### src/rtl/trap_ctrl_pkg.sv
// ============================================================================
// trap_ctrl_pkg : CSR addresses, cause codes, mstatus fields, FSM encoding
// Revision      : 1.0
// ============================================================================
`default_nettype none

package trap_ctrl_pkg;

  localparam logic [11:0] CSR_MSTATUS = 12'h300;
  localparam logic [11:0] CSR_MEPC    = 12'h341;
  localparam logic [11:0] CSR_MCAUSE  = 12'h342;

  localparam logic [31:0] CAUSE_ECALL_M     = 32'd11;
  localparam logic [31:0] CAUSE_BREAKPOINT  = 32'd3;
  localparam logic [31:0] CAUSE_M_TIMER_IRQ = 32'h8000_0007;

  localparam int MSTATUS_MIE    = 3;
  localparam int MSTATUS_MPIE   = 7;
  localparam int MSTATUS_MPP_LO = 11;
  localparam int MSTATUS_MPP_HI = 12;
  localparam int MIE_MTIE       = 7;

  typedef enum logic [2:0] {
    S_IDLE           = 3'd0,
    S_W_MEPC         = 3'd1,
    S_W_MCAUSE       = 3'd2,
    S_W_MSTATUS      = 3'd3,
    S_W_MSTATUS_MRET = 3'd4,
    S_JUMP           = 3'd5
  } trap_state_e;

  // Trap entry: stash MIE into MPIE, disable interrupts, previous mode = M.
  function automatic logic [31:0] mstatus_on_trap(input logic [31:0] s);
    logic [31:0] r;
    r = s;
    r[MSTATUS_MPIE] = s[MSTATUS_MIE];
    r[MSTATUS_MIE]  = 1'b0;
    r[MSTATUS_MPP_HI:MSTATUS_MPP_LO] = 2'b11;
    return r;
  endfunction

  function automatic logic [31:0] mstatus_on_mret(input logic [31:0] s);
    logic [31:0] r;
    r = s;
    r[MSTATUS_MIE]  = s[MSTATUS_MPIE];
    r[MSTATUS_MPIE] = 1'b1;
    r[MSTATUS_MPP_HI:MSTATUS_MPP_LO] = 2'b11;
    return r;
  endfunction

endpackage

`default_nettype wire

### src/rtl/trap_ctrl_if.sv
// ============================================================================
// trap_ctrl_if : EX-stage requests, CSR read/write and PC redirect signals
// Revision     : 1.0
// ============================================================================
`default_nettype none

interface trap_ctrl_if;
  logic        inst_ecall_i;
  logic        inst_ebreak_i;
  logic        inst_mret_i;
  logic [31:0] inst_addr_i;
  logic        irq_timer_i;
  logic [31:0] mtvec_i;
  logic [31:0] mepc_i;
  logic [31:0] mstatus_i;
  logic [31:0] mie_i;
  logic        csr_we_o;
  logic [11:0] csr_waddr_o;
  logic [31:0] csr_wdata_o;
  logic        hold_o;
  logic        jump_flag_o;
  logic [31:0] jump_addr_o;

  modport slave (
    input  inst_ecall_i, inst_ebreak_i, inst_mret_i, inst_addr_i, irq_timer_i,
           mtvec_i, mepc_i, mstatus_i, mie_i,
    output csr_we_o, csr_waddr_o, csr_wdata_o, hold_o, jump_flag_o, jump_addr_o
  );

  modport master (
    output inst_ecall_i, inst_ebreak_i, inst_mret_i, inst_addr_i, irq_timer_i,
           mtvec_i, mepc_i, mstatus_i, mie_i,
    input  csr_we_o, csr_waddr_o, csr_wdata_o, hold_o, jump_flag_o, jump_addr_o
  );
endinterface

`default_nettype wire

### src/rtl/trap_vec_calc.sv
// ============================================================================
// trap_vec_calc : trap target from mtvec; TRAP_VECTORED_EN adds irq vectoring
// Revision      : 1.0
// ============================================================================
`default_nettype none

module trap_vec_calc (
  input  logic [31:0] mtvec,
  input  logic [31:0] cause,
  input  logic        is_irq,
  output logic [31:0] target
);

  logic [31:0] base;
  logic        unused_bits;

  assign base = {mtvec[31:2], 2'b00};

`ifdef TRAP_VECTORED_EN
  // Interrupts in vectored mode land at base + 4*code; exceptions never do.
  assign target      = (is_irq && (mtvec[1:0] == 2'b01)) ? (base + {cause[29:0], 2'b00}) : base;
  assign unused_bits = ^cause[31:30];
`else
  assign target      = base;
  assign unused_bits = ^{mtvec[1:0], cause, is_irq};
`endif

endmodule

`default_nettype wire

### src/rtl/trap_ctrl.sv
// ============================================================================
// trap_ctrl : M-mode trap sequencer, writes mepc/mcause/mstatus then redirects
//             (optional TRAP_VECTORED_EN enables vectored interrupt targets)
// Revision  : 1.0
// ============================================================================
`default_nettype none

module trap_ctrl
  import trap_ctrl_pkg::*;
#(
  parameter logic [31:0] RESET_VEC = 32'h0000_0000,
  parameter int          CAUSE_W   = 32
) (
  input  logic       clk,
  input  logic       rst,
  trap_ctrl_if.slave bus
);

  trap_state_e        state;
  logic [CAUSE_W-1:0] cause;
  logic               is_irq;
  logic [31:0]        ret_addr;

  logic        we_q;
  logic [11:0] waddr_q;
  logic [31:0] wdata_q;
  logic        jflag_q;
  logic [31:0] jaddr_q;

  logic        irq_ok;
  logic        trap_req;
  logic        accept;
  logic [31:0] trap_target;
  logic        unused_mie;

  assign irq_ok   = bus.irq_timer_i & bus.mstatus_i[MSTATUS_MIE] & bus.mie_i[MIE_MTIE];
  assign trap_req = bus.inst_ecall_i | bus.inst_ebreak_i | (~bus.inst_mret_i & irq_ok);
  assign accept   = (state == S_IDLE) & (trap_req | bus.inst_mret_i);

  // Stall must already cover the accept cycle, before the FSM has moved.
  assign bus.hold_o      = ~rst & (accept | (state != S_IDLE));
  assign bus.csr_we_o    = we_q;
  assign bus.csr_waddr_o = waddr_q;
  assign bus.csr_wdata_o = wdata_q;
  assign bus.jump_flag_o = jflag_q;
  assign bus.jump_addr_o = jaddr_q;

  assign unused_mie = ^{bus.mie_i[31:MIE_MTIE+1], bus.mie_i[MIE_MTIE-1:0]};

  trap_vec_calc u_vec (
    .mtvec  (bus.mtvec_i),
    .cause  (cause),
    .is_irq (is_irq),
    .target (trap_target)
  );

  always_ff @(posedge clk) begin
    if (rst) begin
      state    <= S_IDLE;
      cause    <= '0;
      is_irq   <= 1'b0;
      ret_addr <= '0;
      we_q     <= 1'b0;
      waddr_q  <= '0;
      wdata_q  <= '0;
      jflag_q  <= 1'b0;
      jaddr_q  <= RESET_VEC;
    end else begin
      we_q    <= 1'b0;
      waddr_q <= '0;
      wdata_q <= '0;
      jflag_q <= 1'b0;
      jaddr_q <= RESET_VEC;
      case (state)
        S_IDLE: begin
          if (trap_req) begin
            state   <= S_W_MEPC;
            is_irq  <= ~bus.inst_ecall_i & ~bus.inst_ebreak_i;
            cause   <= bus.inst_ecall_i  ? CAUSE_ECALL_M :
                       bus.inst_ebreak_i ? CAUSE_BREAKPOINT : CAUSE_M_TIMER_IRQ;
            we_q    <= 1'b1;
            waddr_q <= CSR_MEPC;
            wdata_q <= bus.inst_addr_i;
          end else if (bus.inst_mret_i) begin
            state    <= S_W_MSTATUS_MRET;
            ret_addr <= bus.mepc_i;
            we_q     <= 1'b1;
            waddr_q  <= CSR_MSTATUS;
            wdata_q  <= mstatus_on_mret(bus.mstatus_i);
          end
        end
        S_W_MEPC: begin
          state   <= S_W_MCAUSE;
          we_q    <= 1'b1;
          waddr_q <= CSR_MCAUSE;
          wdata_q <= cause;
        end
        S_W_MCAUSE: begin
          state   <= S_W_MSTATUS;
          we_q    <= 1'b1;
          waddr_q <= CSR_MSTATUS;
          wdata_q <= mstatus_on_trap(bus.mstatus_i);
        end
        S_W_MSTATUS: begin
          state   <= S_JUMP;
          jflag_q <= 1'b1;
          jaddr_q <= trap_target;
        end
        S_W_MSTATUS_MRET: begin
          state   <= S_JUMP;
          jflag_q <= 1'b1;
          jaddr_q <= ret_addr;
        end
        S_JUMP:  state <= S_IDLE;
        default: state <= S_IDLE;
      endcase
    end
  end

endmodule

`default_nettype wire

### src/flat_wrapper.sv
// flat-port wrapper written by rule: the top's interface ports become plain ports
module trap_ctrl_flat import trap_ctrl_pkg::*;
#(
  parameter logic [31:0] RESET_VEC = 32'h0000_0000,
  parameter int          CAUSE_W   = 32
)
  (clk, rst, bus_inst_ecall_i, bus_inst_ebreak_i, bus_inst_mret_i, bus_inst_addr_i, bus_irq_timer_i, bus_mtvec_i, bus_mepc_i, bus_mstatus_i, bus_mie_i, bus_csr_we_o, bus_csr_waddr_o, bus_csr_wdata_o, bus_hold_o, bus_jump_flag_o, bus_jump_addr_o);
  trap_ctrl_if bus_i ();
  input  logic clk;
  input  logic rst;
  input wire logic [$bits(bus_i.inst_ecall_i)-1:0] bus_inst_ecall_i;
  input wire logic [$bits(bus_i.inst_ebreak_i)-1:0] bus_inst_ebreak_i;
  input wire logic [$bits(bus_i.inst_mret_i)-1:0] bus_inst_mret_i;
  input wire logic [$bits(bus_i.inst_addr_i)-1:0] bus_inst_addr_i;
  input wire logic [$bits(bus_i.irq_timer_i)-1:0] bus_irq_timer_i;
  input wire logic [$bits(bus_i.mtvec_i)-1:0] bus_mtvec_i;
  input wire logic [$bits(bus_i.mepc_i)-1:0] bus_mepc_i;
  input wire logic [$bits(bus_i.mstatus_i)-1:0] bus_mstatus_i;
  input wire logic [$bits(bus_i.mie_i)-1:0] bus_mie_i;
  output wire logic [$bits(bus_i.csr_we_o)-1:0] bus_csr_we_o;
  output wire logic [$bits(bus_i.csr_waddr_o)-1:0] bus_csr_waddr_o;
  output wire logic [$bits(bus_i.csr_wdata_o)-1:0] bus_csr_wdata_o;
  output wire logic [$bits(bus_i.hold_o)-1:0] bus_hold_o;
  output wire logic [$bits(bus_i.jump_flag_o)-1:0] bus_jump_flag_o;
  output wire logic [$bits(bus_i.jump_addr_o)-1:0] bus_jump_addr_o;
  assign bus_i.inst_ecall_i = bus_inst_ecall_i;
  assign bus_i.inst_ebreak_i = bus_inst_ebreak_i;
  assign bus_i.inst_mret_i = bus_inst_mret_i;
  assign bus_i.inst_addr_i = bus_inst_addr_i;
  assign bus_i.irq_timer_i = bus_irq_timer_i;
  assign bus_i.mtvec_i = bus_mtvec_i;
  assign bus_i.mepc_i = bus_mepc_i;
  assign bus_i.mstatus_i = bus_mstatus_i;
  assign bus_i.mie_i = bus_mie_i;
  assign bus_csr_we_o = bus_i.csr_we_o;
  assign bus_csr_waddr_o = bus_i.csr_waddr_o;
  assign bus_csr_wdata_o = bus_i.csr_wdata_o;
  assign bus_hold_o = bus_i.hold_o;
  assign bus_jump_flag_o = bus_i.jump_flag_o;
  assign bus_jump_addr_o = bus_i.jump_addr_o;
  trap_ctrl #(.RESET_VEC(RESET_VEC), .CAUSE_W(CAUSE_W)) u_core (.clk(clk), .rst(rst), .bus(bus_i));
endmodule
### config.mk
export PLATFORM = sky130hd
export DESIGN_NAME = trap_ctrl_flat
export DESIGN_NICKNAME = d
export VERILOG_FILES = /design/src/rtl/trap_ctrl_pkg.sv /design/src/rtl/trap_ctrl_if.sv /design/src/rtl/trap_vec_calc.sv /design/src/rtl/trap_ctrl.sv /design/src/flat_wrapper.sv
export SDC_FILE = /design/constraint.sdc
export NUM_CORES = 1
export LEC_CHECK = 0
export ABC_AREA = 1
export CORE_MARGIN = 2
export CORE_UTILIZATION = 38
export CTS_CLUSTER_DIAMETER = 50
export CTS_CLUSTER_SIZE = 30
export DETAILED_ROUTE_END_ITERATION = 8
export PLACE_DENSITY_LB_ADDON = 0.05
export SYNTH_ARGS = -nofsm -noshare
export SYNTH_HDL_FRONTEND = slang
export SYNTH_SLANG_ARGS = --single-unit
### constraint.sdc
create_clock -name clk -period 1.59 [get_ports clk]
set_input_delay 0.3975 -clock clk [delete_from_list [all_inputs] [get_ports clk]]
set_output_delay 0.3975 -clock clk [all_outputs]
set_load 0.03 [all_outputs]
Word-level counts from Yosys, hierarchy flattened
Index checks and enable logic that the tools add are counted.
{"block": "classes", "eq_ne": 5, "bitwise": 12, "n_reduce_logical": 6, "muxes": 16}
{"cell": "2-to-1 mux 32 bit", "n": 4}
{"cell": "one-hot mux 32 bit (3 select lines)", "n": 1}
{"cell": "one-hot mux 32 bit (2 select lines)", "n": 1}
{"cell": "one-hot mux 12 bit (3 select lines)", "n": 1}
{"cell": "2-to-1 mux 12 bit", "n": 1}
{"cell": "one-hot mux 3 bit (4 select lines)", "n": 1}
{"cell": "2-to-1 mux 10 bit", "n": 1}
{"cell": "== test 3 x 2 -> 1 bit, second input constant", "n": 2}
{"cell": "2-to-1 mux 3 bit", "n": 2}
{"cell": "AND 1 bit", "n": 5}
{"cell": "bitwise OR 1 bit", "n": 4}
{"cell": "OR reduction 2 bit", "n": 2}
{"cell": "== test 3 x 1 -> 1 bit, second input constant", "n": 1}
{"cell": "== test 3 bit, second input constant", "n": 1}
{"cell": "logical NOT 3 bit", "n": 1}
{"cell": "2-to-1 mux 1 bit", "n": 3}
{"cell": "inequality test 3 x 2 -> 1 bit, second input constant", "n": 1}
{"cell": "inverter 1 bit", "n": 3}
{"cell": "AND reduction 3 bit", "n": 1}
{"cell": "nonzero test 3 bit", "n": 1}
{"cell": "one-hot mux 1 bit (2 select lines)", "n": 1}
{"cell": "AND reduction 2 bit", "n": 1}
{"block": "word_totals", "output_inout_bits": 79, "regBits": 145, "wordCells": 47}

Longest topological paths before layout
Gate-level depths: netlist of run 1.
{"block": "logic_depth", "ltp_word": 8, "depth_mapped": 9, "depth_no_buf": 8}

Modules after synthesis
A second synthesis of run 1 with hierarchy kept.
{"block": "hier_totals", "cells_unflattened": 550, "hier_area_um2": 4364.2}
{"mod": "trap_ctrl", "instances": 1, "area_each_um2": 4120.2, "cells_per_inst": 517}
{"mod": "trap_vec_calc", "instances": 1, "area_each_um2": 244.0, "cells_per_inst": 33}

Least setup slack after synthesis of run 1
No wires, ideal clock.
{"block": "synth_timing", "path_kind": "reg2out", "start": "reg u_core.state[0]", "end": "out bus_hold_o", "required_ns": 1.192, "setup_slack_ns": -0.208, "path_buffers": 2, "t_arrival_ns": 1.400, "stages_incl_launch_ff": 7, "path_cell_list": "dfxtp_1 > buf_2 > nor2_8 > nand2_4 > inv_4 > buf_4 > a31oi_1"}
{"block": "synth_via", "elab_chain_cells": 4}
{"item": "start, declared", "line": "trap_ctrl.sv:19", "text": "trap_state_e state;"}
{"item": "start signal, assigned", "line": "trap_ctrl.sv:59", "text": "state <= S_IDLE;"}
{"item": "start signal, assigned", "line": "trap_ctrl.sv:77", "text": "state <= S_W_MEPC;"}
{"item": "start signal, assigned", "line": "trap_ctrl.sv:85", "text": "state <= S_W_MSTATUS_MRET;"}
{"item": "logical NOT 3 bit", "line": "trap_ctrl.sv:38", "text": "assign accept = (state == S_IDLE) & (trap_req | bus.inst_mret_i);"}
{"item": "AND 1 bit", "line": "trap_ctrl.sv:38"}
{"item": "bitwise OR 1 bit (*)", "line": "trap_ctrl.sv:41", "text": "assign bus.hold_o = ~rst & (accept | (state != S_IDLE));"}
{"item": "AND 1 bit (*)", "line": "trap_ctrl.sv:41"}
{"item": "end, declared", "line": "flat_wrapper.sv:23", "text": "output wire logic [$bits(bus_i.hold_o)-1:0] bus_hold_o;"}
Every way passes the cells marked *; elsewhere a longest branch is shown, timed or not.

Worst setup path after layout of run 1
{"block": "layout_timing", "start": "reg u_core.state[1]", "end": "out bus_hold_o"}
Same word-level chain as after synthesis.

==> flow_summary.json, run 1 <==
{
  "max_cap_viol_count": 0,
  "drv_slew": 0,
  "synth-warning-count": 0,
  "antenna_found_initial": 0,
  "clockRootBuffer": "clkbuf_8",
  "p_per_area_nw_per_um2": 1310,
  "p_leak_nw": 2.95,
  "cts_sinks": 108,
  "synthCells": 514,
  "path_class": "flip-flop to output port",
  "worstPathRequired_ps": 1190,
  "period_minus_slack_ps": 1640,
  "holdPathStages": 2,
  "nNetsFinal": 882,
  "dp_cells": 841,
  "chipHeight_um": 108,
  "tns_ps": -48.3,
  "ios": 245,
  "finish.utilization_pct": 60.7,
  "syn-cell-area_um2": 4130,
  "num_rows": 38,
  "drive_gt1_share_pct": 9.15,
  "drt-total-wl_mm": 12.9,
  "reg2reg_depth": 8,
  "ir_drop_uv": 567,
  "grt_setup_unrepaired": "true",
  "antenna_left": 0,
  "n_antenna_cell": 0,
  "die-area_um2": 11700,
  "fmax_mhz": 610,
  "grt_pass1_vias": 4068,
  "avgViaCountPerCell": 4.97,
  "whs_ps": 445,
  "cp_max_fo": 4,
  "cts_buffers": 9,
  "violations": "negative setup slack",
  "cts_buffer_depth": 2,
  "cts-htree-levels": 3,
  "wl_met2_mm": 6.25,
  "yosys_register_bits": 108,
  "post_drt_wl_per_cell_um": 15.0,
  "arrival_ps": 1240,
  "grt_first_pass_wirelength_mm": 20.0,
  "port_buffers": 202,
  "outcome": "finished with violations",
  "clk_latency_ps": 350,
  "hold_buffers": 0,
  "cp-end-kind": "output port",
  "grt_util_all_layers_pct": 21.4,
  "cts_tree": "built",
  "vias": 4275,
  "syn_area_per_cell_um2": 8.04,
  "core_um2": 10700,
  "fp.dieW_um": 108,
  "instances_no_fill": 861,
  "initialDrtViolationCount": 215,
  "wl_met3_um": 977,
  "start_util_pct": 38.5,
  "clkTransAtPathRegs_ps": 100,
  "finalSetupViolations": 1,
  "synth_seq_area_share_pct": 52.3,
  "skew_ps": 12.5,
  "wl_met1_mm": 5.47,
  "yosysTopAreaCellShare_pct": 52.3,
  "firstDrtPassIters": 4,
  "hp-class": "flip-flop to flip-flop",
  "drc": 0,
  "gp_congestion": 0.780,
  "dr.max_layer_used": "met4",
  "yosysUniqueCellTypes": 22,
  "timing.final.crit_share_pct": 103,
  "synthTopCellsByArea": "dfxtp_1 (52%), nand3_1 (8.6%), a21oi_1 (7.4%)",
  "synth_top_area_cell": "dfxtp_1",
  "area_growth_pct": 57.7,
  "hold_viol_final": 0,
  "startpoint_type": "flip-flop",
  "grt_remaining_overflow": 0,
  "final.setup.worst_slack_ps": -48.3,
  "dpl.hpwl_mm": 9.35,
  "grt_max_degree": 42
}
[per-stage QoR]
step | power [mW] | instance area (µm²) | setup slack [ps]
after floorplan | 5.59 | 4170 | 44.0
after global placement | 6.92 | 6330 | -322
after detailed placement | 6.97 | 6330 | -355
after CTS | 8.50 | 6460 | -233
after global routing | 9.04 | 6520 | -118
final | 8.53 | 6520 | -48.3
[logic make-up (layout without fill, tap and decap cells)]
group | after synthesis | in the layout | synth area share (%)
AO/OA/AOI/OAI | 102 | 102 | 12.6
buffers and inverters | 74 | 275 | 9.14
flip-flops | 108 | 108 | 52.3
other | 1 | 7 | 0.0907
AND/OR/NAND/NOR | 229 | 229 | 25.9
[placed cells by master, fill, tap and decap left out, types with 3 or more instances in the layout]
cell type	count
a21oi_1	61
a31oi_1	3
buf_12	3
buf_4	31
clkbuf_8	10
clkdlybuf4s50_1	123
conb_1	7
dfxtp_1	105
dlygate4sd2_1	71
dlymetal6s2s_1	5
inv_1	19
inv_2	3
nand2_1	50
nand3_1	71
nand4_1	30
nor2_1	72
o21ai_0	25
o21ai_1	11
[state kept, by name, indices dropped and copies added (netlist names)]
register and count:
u_core.bus.csr_wdata_o 32, u_core.state 3, u_core.cause 3, u_core.ret_addr 32
u_core.bus.jump_flag_o 1, u_core.bus.jump_addr_o 32, u_core.bus.csr_waddr_o 4, u_core.bus.csr_we_o 1
[final timing paths]
kind	startpoint	to	slack (ps)
hold / removal	u_core.ret_addr[0]	u_core.bus.jump_addr_o[0]	450
setup / recovery	u_core.state[1]	bus_hold_o	-50
setup reg to reg	u_core.state[0]	u_core.state[2]	130
hold reg to reg	u_core.ret_addr[0]	u_core.bus.jump_addr_o[0]	450
[metal layers]
metal | global-route usage [%] | up-vias
met5 | 0 | -
met4 | 6.78 | 0
met3 | 4.40 | 17
met2 | 36.9 | 174
met1 | 26.7 | 1968
li1 | - | 2116
[synthesized netlist by cell type]
library cell and count:
inv_1 20, a21oi_1 61, nand3_1 71, buf_4 14
conb_1 1, nand2_4 1, inv_2 2, a21oi_2 1
nor2_8 2, inv_4 1, a31oi_1 4, buf_2 6
nand3_2 1, buf_1 4, dfxtp_1 108, buf_6 5
nand4_1 30, o21ai_1 11, nand2_1 51, o21ai_0 25
nor2_1 73, clkbuf_1 22
[final cells by class]
| type | count | area (µm²) |
|---|---|---|
| Fill cell | 1062 | 4230 |
| Timing Repair Buffer | 236 | 2230 |
| Sequential cell | 108 | 2170 |
| Multi-Input combinational cell | 338 | 1640 |
| Tap cell | 140 | 175 |
| Clock buffer | 11 | 141 |
| Inverter | 23 | 93.8 |
| Clock inverter | 5 | 67.6 |
[timing repair]
item | in CTS | in global routing
buffers inserted | 0 | 4
cloned | 0 | 0
endpoints found under the setup margin | 72 | 18
pin swaps | 0 | 4
gates resized for setup | 76 | 13
[power breakdown]
| group | switching, mW | internal (mW) | leakage, nW | total (mW) |
|---|---|---|---|---|
| combinational | 2.19 | 1.27 | 1.96 | 3.47 |
| sequential | 0.171 | 3.15 | 0.883 | 3.32 |
| clock | 0.943 | 0.796 | 0.106 | 1.74 |
| total | 3.31 | 5.22 | 2.95 | 8.53 |
[critical path, cell delays in order (launching register included)]
cell     delay [ps]
dfxtp_4         400
nor2_8           40
nand2_4         100
inv_8            40
a31oi_4         160
buf_6           150
Power figures use the tool's default switching activity.
==> run 2: changes to the inputs <==
--- a/config.mk
+++ b/config.mk
@@ -12,6 +12,7 @@
 export CTS_CLUSTER_SIZE = 30
 export DETAILED_ROUTE_END_ITERATION = 8
 export PLACE_DENSITY_LB_ADDON = 0.05
+export SLEW_MARGIN = 40
 export SYNTH_ARGS = -nofsm -noshare
 export SYNTH_HDL_FRONTEND = slang
 export SYNTH_SLANG_ARGS = --single-unit
==> results of run 2 <==
No change in the layout: final DEF, timing and power equal those of run 1.
==> run 3: changes to the inputs <==
--- a/config.mk
+++ b/config.mk
@@ -12,6 +12,7 @@
 export CTS_CLUSTER_SIZE = 30
 export DETAILED_ROUTE_END_ITERATION = 8
 export PLACE_DENSITY_LB_ADDON = 0.05
+export SKIP_CTS_REPAIR_TIMING = 1
 export SLEW_MARGIN = 40
 export SYNTH_ARGS = -nofsm -noshare
 export SYNTH_HDL_FRONTEND = slang
==> run 3 against run 2 <==
  * The run still ends with negative setup slack left
  * Combinational power increased by 7.5%
  * Fmax decreased by 2.2%
  * Clock skew increased by 0.87 ps
  * Via count decreased by 0.33%
  * Critical path depth unchanged
  * Power increased by 3.1%
  * Cell area increased by 4.8%
  * Sequential power about the same
  * Clock power about the same
  * Setup slack got worse by 37 ps
  * Sequential cell count unchanged
==> flow_summary.json, run 3 (same netlist as run 1, synthesis figures left out) <==
{
  "grt_first_pass_wirelength_mm": 19.9,
  "outcome": "finished with violations",
  "antenna_found_initial": 0,
  "port_buffers": 202,
  "holdPathStages": 2,
  "hp-class": "flip-flop to flip-flop",
  "ir_drop_uv": 532,
  "rr_endpoint": "u_core.bus.csr_wdata_o[23]",
  "period_minus_slack_ps": 1680,
  "cts_tree": "built",
  "dpl.hpwl_mm": 9.35,
  "holdPathEnd": "u_core.bus.jump_addr_o[0]",
  "p_per_area_nw_per_um2": 1290,
  "grt_util_met1_pct": 26.6,
  "clk_latency_ps": 360,
  "tns_ps": -85.6,
  "p_leak_nw": 3.87,
  "num_rows": 38,
  "final_cell_mix": "clkdlybuf4s50_1 (123), dfxtp_1 (105), dlymetal6s2s_1 (77), nor2_1 (72), nand3_1 (71)",
  "clkTransAtPathRegs_ps": 100,
  "r2r_start": "u_core.state[0]",
  "reg2reg_depth": 7,
  "drc": 0,
  "die-area_um2": 11700,
  "post_drt_wl_per_cell_um": 15.5,
  "nNetsFinal": 880,
  "core_um2": 10700,
  "antenna_left": 0,
  "cts_sinks": 108,
  "firstDrtPassIters": 4,
  "grt_max_degree": 42,
  "grt_pass1_vias": 4055,
  "power_mw": 8.79,
  "area_growth_pct": 65.3,
  "startpoint_type": "flip-flop",
  "cp-end-kind": "output port",
  "fmax_mhz": 597,
  "ios": 245,
  "timing.final.crit_share_pct": 105,
  "reg2reg_slack_ps": 130,
  "grt_setup_unrepaired": "true",
  "critPathLaunch": "u_core.state[1]",
  "cts_buffers": 9,
  "vias": 4261,
  "drv_slew": 0,
  "n_antenna_cell": 0,
  "fp.dieW_um": 108,
  "max_cap_viol_count": 0,
  "skew_ps": 13.4,
  "clockRootBuffer": "clkbuf_8",
  "final.setup.worst_slack_ps": -85.6,
  "arrival_ps": 1280,
  "finalSetupViolations": 1,
  "drive_gt1_share_pct": 8.90,
  "chipHeight_um": 108,
  "fillers": 978,
  "worstPathRequired_ps": 1190,
  "cts_buffer_depth": 2,
  "min_from": "u_core.ret_addr[0]",
  "cts-htree-levels": 3,
  "grt_util_all_layers_pct": 21.3,
  "cp_max_fo": 10,
  "violations": "negative setup slack",
  "met2_usage_pct": 36.6,
  "busiest_layer": "met2",
  "finish.utilization_pct": 63.6,
  "gp_congestion": 0.780,
  "drt-total-wl_mm": 13.3,
  "hold_viol_final": 0,
  "initialDrtViolationCount": 238,
  "path_class": "flip-flop to output port",
  "grt_use_met3_pct": 4.40,
  "start_util_pct": 38.5,
  "grt_remaining_overflow": 0,
  "layout_commonest_cell": "clkdlybuf4s50_1",
  "avgViaCountPerCell": 4.96
}
-- run 3: final cells by class --
cell class | instances | area (µm²) | share of cell area (%)
clock buffer | 11 | 141 | 2.07
clock inverter | 5 | 67.6 | 0.989
inverter | 23 | 93.8 | 1.37
multi-input combinational | 338 | 1660 | 24.3
sequential | 108 | 2170 | 31.8
tap | 140 | 175 | 2.56
timing repair buffer | 234 | 2520 | 36.9
-- run 3: worst max path at each step --
stage / cells past startpoint / endpoint / slack [ps]
finish: 5 / bus_hold_o / -90
detailed placement: 9 / u_core.bus.csr_wdata_o[30] / -350
CTS: 8 / bus_hold_o / -340
global placement: 8 / bus_hold_o / -320
floorplan: 6 / bus_hold_o / 40
global route: 5 / bus_hold_o / -150
-- run 3: per-layer routing --
layer	wire length, µm	part of all wire [%]
met5	0	0
met4	138	1.0
met3	1050	7.9
met2	6560	49
met1	5520	42
-- run 3: where the power goes --
group / switching (mW) / internal [mW] / leakage, nW
Combinational: 2.25 / 1.47 / 2.88
Sequential: 0.174 / 3.15 / 0.883
Clock: 0.946 / 0.796 / 0.106
-- run 3: critical path, stage by stage (launching register included) --
cell and delay [ps]:
dfxtp_4 410, nor2_8 50, nand2_8 100, inv_8 50
a31oi_4 170, buf_6 150
-- run 3: metrics by stage --
stage	hold WS [ps]	cell area (µm²)	setup slack, ps	instances
2_1_floorplan	422	4170	44.0	520
3_3_place_gp	430	6330	-322	841
3_5_place_dp	435	6330	-355	841
4_1_cts	449	6540	-338	857
5_1_grt	483	6830	-151	859
6_report	445	6830	-85.6	859
